[src/rtl/circ_wbuf.sv]
// Double-buffered circular weight register: columns load into a shadow bank while the
// active bank rotates out to the MAC row. Define CIRC_WBUF_NEG_EN to add the saturated out_neg port.
module circ_wbuf #(
    parameter int DATA_W = 8,
    parameter int K_H    = 3,
    parameter int K_W    = 3
) (
    input  logic                           clk,
    input  logic                           rst,
    input  logic                           clear,
    input  logic                           in_valid,
    output logic                           in_ready,
    input  logic [K_H-1:0][DATA_W-1:0]     in_data,
    input  logic                           swap,
    input  logic                           shift,
    output logic                           out_valid,
    output logic [K_H-1:0][DATA_W-1:0]     out_data,
`ifdef CIRC_WBUF_NEG_EN
    output logic [K_H-1:0][DATA_W-1:0]     out_neg,
`endif
    output logic                           rot_wrap,
    output logic                           shadow_full
);

    localparam int CW = (K_W > 1) ? $clog2(K_W) : 1;
    localparam logic [CW-1:0] LAST_COL = CW'(K_W - 1);

    logic [DATA_W-1:0] r_active [K_H][K_W];
    logic [DATA_W-1:0] r_shadow [K_H][K_W];
    logic [CW-1:0]     r_col_cnt;
    logic [CW-1:0]     r_rot_ptr;
    logic              r_shadow_full;
    logic              r_active_valid;
    logic              r_rot_wrap;

    logic w_flush;
    logic w_accept;
    logic w_swap;
    logic w_shift;

    assign w_flush  = rst || clear;
    assign w_accept = in_valid && !r_shadow_full;
    assign w_swap   = swap && r_shadow_full;
    // A swap in the same cycle takes priority; the concurrent shift is dropped.
    assign w_shift  = shift && r_active_valid && !w_swap;

    // NOTE: both banks are reset because a flush must make out_data read back zero;
    // all sequential state below uses non-blocking assignments only.
    always_ff @(posedge clk) begin
        if (w_flush) begin
            for (int i = 0; i < K_H; i++) begin
                for (int j = 0; j < K_W; j++) begin
                    r_shadow[i][j] <= '0;
                end
            end
            r_col_cnt     <= '0;
            r_shadow_full <= 1'b0;
        end else begin
            if (w_accept) begin
                for (int i = 0; i < K_H; i++) begin
                    r_shadow[i][r_col_cnt] <= in_data[i];
                end
                if (r_col_cnt == LAST_COL) begin
                    r_col_cnt     <= '0;
                    r_shadow_full <= 1'b1;
                end else begin
                    r_col_cnt <= r_col_cnt + 1'b1;
                end
            end else if (w_swap) begin
                r_shadow_full <= 1'b0;
            end
        end
    end

    always_ff @(posedge clk) begin
        if (w_flush) begin
            for (int i = 0; i < K_H; i++) begin
                for (int j = 0; j < K_W; j++) begin
                    r_active[i][j] <= '0;
                end
            end
            r_rot_ptr      <= '0;
            r_active_valid <= 1'b0;
            r_rot_wrap     <= 1'b0;
        end else begin
            r_rot_wrap <= w_shift && (r_rot_ptr == LAST_COL);
            if (w_swap) begin
                r_active       <= r_shadow;
                r_active_valid <= 1'b1;
                r_rot_ptr      <= '0;
            end else if (w_shift) begin
                r_rot_ptr <= (r_rot_ptr == LAST_COL) ? '0 : r_rot_ptr + 1'b1;
            end
        end
    end

    // NOTE: every output of a combinational block gets a default first so no latch is inferred.
    always_comb begin
        out_data = '0;
        for (int i = 0; i < K_H; i++) begin
            out_data[i] = r_active[i][r_rot_ptr];
        end
    end

`ifdef CIRC_WBUF_NEG_EN
    localparam logic [DATA_W-1:0] MOST_NEG = {1'b1, {(DATA_W-1){1'b0}}};
    localparam logic [DATA_W-1:0] MOST_POS = {1'b0, {(DATA_W-1){1'b1}}};

    // -(-2^(DATA_W-1)) is not representable, so it saturates to the largest positive weight.
    always_comb begin
        out_neg = '0;
        for (int i = 0; i < K_H; i++) begin
            if (out_data[i] == MOST_NEG) begin
                out_neg[i] = MOST_POS;
            end else begin
                out_neg[i] = ~out_data[i] + DATA_W'(1);
            end
        end
    end
`endif

    assign in_ready    = !r_shadow_full;
    assign shadow_full = r_shadow_full;
    assign out_valid   = r_active_valid;
    assign rot_wrap    = r_rot_wrap;

endmodule

[config.mk]
export PLATFORM = sky130hd
export DESIGN_NAME = circ_wbuf
export DESIGN_NICKNAME = d
export VERILOG_FILES = /design/src/rtl/circ_wbuf.sv
export SDC_FILE = /design/constraint.sdc
export NUM_CORES = 1
export LEC_CHECK = 0
export CAP_MARGIN = 20
export CORE_ASPECT_RATIO = 0.7
export CORE_MARGIN = 1
export CORE_UTILIZATION = 55
export CTS_CLUSTER_DIAMETER = 40
export CTS_CLUSTER_SIZE = 12
export DETAILED_ROUTE_END_ITERATION = 16
export GPL_ROUTABILITY_DRIVEN = 0
export HOLD_SLACK_MARGIN = 0.06
export PLACE_DENSITY = 0.79
export SYNTH_ARGS = -nofsm -noshare
export SYNTH_HDL_FRONTEND = slang
export SYNTH_SLANG_ARGS = --single-unit
[constraint.sdc]
create_clock -name clk -period 2.2 [get_ports clk]
set_input_delay 0.22 -clock clk [delete_from_list [all_inputs] [get_ports clk]]
set_output_delay 0.22 -clock clk [all_outputs]
set_load 0.02 [all_outputs]
==> reports/qor.csv <==
stage,metric,value,unit
worst_setup_path,reg2reg end,r_shadow[23],
timing,Least-Margin Pin Slew,0.701,ns
pwr,Leak,2.42,nW
layout,fraction of layout cells with a size suffix above 1,7.60,%
placement,DP HPWL,7670,um
clocking,CTS max path bufs,2,
layout,Nets,754,
route,DRC errors left,0,
floorplan,top-level I/O count,58,
global_routing,total congestion overflow,0,
clocking,H-tree depth,4,
job,Max Cap Violations,0,
timing,clock skew,0.00784,ns
worst_setup_path,worst-path cell chain,"nor2b_2, buf_4, nand2_1, o21ai_0, dlygate4sd2_1",
route,aggregate routed wire length,12900,um
logic_synthesis,syn avg cell area,8.08,sq um
clocking,CTS root buffer,clkbuf_16,
global_routing,GRT Total Usage,26.1,%
worst_setup_path,R2R Setup Slk,0.54,ns
timing,relative slew slack,53.3,%
worst_setup_path,startpoint types,flop,
layout,FF+latch area,3030,sq um
route,Initial DRC Count,324,
logic_synthesis,post-synthesis sequential area ratio,54.0,%
clocking,Setup Buffers After CTS,0,
timing,Peak Freq,501,MHz
floorplan,core area,9800,sq um
timing,final hold vios,0,
floorplan,die height,86.4,um
layout,"commonest cells after routing, fill and taps aside","nand2_1, dfxtp_1, a21oi_1",
worst_setup_path,class of the most critical setup path,flop to output pin,
logic_synthesis,Mapped Area,5590,sq um
layout,area of the multi-input gates,2350,sq um
layout,"most common cell after layout, fill and taps aside",nand2_1,
worst_setup_path,CP top delay family,buffers and inverters,
worst_setup_path,Worst setup EP type,output pin,
min_path,Hold Startpoint,in_data[18],
route,routed vias,4774,
global_routing,first-pass GRT wire length,21400,um
floorplan,die area,10600,sq um
timing,Max Transition Viols Final,0,
clocking,TritonCTS clock tree,yes,
worst_setup_path,R2R Path Start,shadow_full,
min_path,worst hold-check path type,input pin to flop,
route,Pre-antenna DRT Iters,5,
logic_synthesis,"area leader, netlist",dfxtp_1,
clocking,TritonCTS Buffers,17,
timing,Final setup viols,0,
global_routing,antenna violations before repair,0,
route,via/cell ratio,5.52,
worst_setup_path,Crit Path Max Fanout,9,
worst_setup_path,WP depth,5,
logic_synthesis,Yosys top cell area share,54.0,%
timing,RSZ-0062 raised after global routing,false,
global_routing,largest net degree at the start of global routing,98,
status,status,completed,
timing,crit path time final,1.99,ns
logic_synthesis,Synth Warn #,0,
clocking,CTS sink cnt,151,
min_path,Hold Path Sink,r_shadow[18],
worst_setup_path,worst path required time,1.98,ns
floorplan,number of cell rows,30,
layout,Post-Layout Cell Count,865,
pwr,pwr dens,863,nW/um^2
logic_synthesis,top post-synthesis cells by area,"dfxtp_1, nand2_1, a21oi_1, nand3_1, mux2i_1",
worst_setup_path,Reg2Reg Depth,3,
worst_setup_path,CP max-delay cell,dfxtp_1,
worst_setup_path,largest stage delay on the critical path,0.39,ns
layout,Layout fillers,743,
pwr,peak supply drop,0.551,mV
layout,Ant. Diodes,0,
logic_synthesis,Mapped Cells,692,
pwr,Final Total Pwr,0.00597,W
logic_synthesis,post-synth net total,722,
clocking,clk_lat worst skew,0.42,ns
worst_setup_path,Crit path arrival time,1.77,ns
global_routing,vias in the first global route,4538,
floorplan,die span in x,123,um
layout,area grow syn2layout,23.7,%
clocking,clock input transition at the sequential cells of the worst setup and hold paths,0.06,ns
logic_synthesis,Yosys cell types,23,
min_path,worst hold path cell count,3,
worst_setup_path,CP Buf/Inv Count,2,
placement,port bufs,57,
route,Post-DRT Antenna Nets,0,
logic_synthesis,Yosys reg bits,151,
timing,"Period Utilization, post-route",90.6,%
placement,placed insts,833,
route,drt wl/cell,14.9,um
floorplan,initial core utilization,57.1,%
[tightest hold or removal path: stages]
cell and delay, ns:
clkdlybuf4s50_1 0.39, nand2_1 0.09, o21ai_1 0.06
[kinds of logic (layout without fill, tap and decap cells)]
group                  after synthesis  after routing  share of synthesized area, %
muxes                               25             25                          4.47
AOI/OAI and AO/OA                  172            172                          15.5
DFF                                151            151                          54.0
and+or+nand+nor                    284            284                          21.6
buffers and inverters               60            105                          4.43
[stage by stage]
step | util (%) | setup slack (ns) | setup TNS (ns) | hold slack, ns | area (sq um)
2_1_floorplan | - | 0.659 | 0 | 0.385 | 5590
3_3_place_gp | 64.2 | 0.300 | 0 | 0.436 | 6290
3_5_place_dp | 64.2 | 0.234 | 0 | 0.444 | 6290
4_1_cts | 70.4 | -0.0285 | -0.0526 | 0.379 | 6900
5_1_grt | 70.6 | 0.136 | 0 | 0.421 | 6920
6_report | 70.6 | 0.206 | 0 | 0.386 | 6920
[state kept, by name, indices dropped and copies added, names as in the netlist]
register / flops
out_valid: 1
r_shadow: 72
rot_wrap: 1
shadow_full: 1
r_active: 72
r_col_cnt: 2
r_rot_ptr: 2
[cells in the mapped netlist]
library cell	number
nand2_1	196
dfxtp_1	151
a21oi_1	76
nand3_1	72
o21ai_0	48
clkbuf_1	45
o21ai_1	45
mux2i_1	25
buf_2	12
nor2_1	4
o22ai_1	3
nand2b_1	2
nand4bb_1	2
nor3_1	2
and2_1	1
and4b_1	1
buf_1	1
buf_6	1
inv_1	1
nor2b_1	1
nor4bb_1	1
or2_1	1
or4b_4	1
[what timing repair did]
item                                   CTS  global route
setup endpoints to repair               22             8
hold buffers                             0             0
gates resized for setup                 17             9
endpoints found under the hold margin    0             0
[report_power, final]
group          total [W]  leakage [nW]  internal [W]  switching [W]
Sequential       0.00277          1.22       0.00275      0.0000115
Combinational   0.000187         0.904     0.0000740       0.000113
Clock            0.00302         0.301       0.00191        0.00111
[worst max path at each step]
stage	startpoint	endpoint	slack, ns
after floorplan	shadow_full	r_shadow[17]	0.66
after global placement	in_valid	r_shadow[43]	0.30
after detailed placement	in_valid	r_shadow[23]	0.23
after CTS	r_rot_ptr[1]	out_data[15]	-0.03
after global routing	r_rot_ptr[1]	out_data[20]	0.14
final	r_rot_ptr[1]	out_data[20]	0.21
[area by class of cell]
type | instances | area share [%]
flip-flops and latches | 151 | 43.7
multi-input cells | 481 | 33.9
clock inverters | 14 | 2.62
inverters | 1 | 0.0542
well taps | 128 | 2.31
repair buffers | 72 | 11.0
clock buffers | 18 | 6.35
[layer usage]
layer,GRT usage (%),part of all wire (%),vias to the layer above
met2,44.0,48,131
met3,4.87,4.3,20
met1,32.7,46,2229
met5,0,0,-
li1,-,-,2394
met4,11.4,1.7,0
No activity file was read; power rests on OpenSTA's default activity.
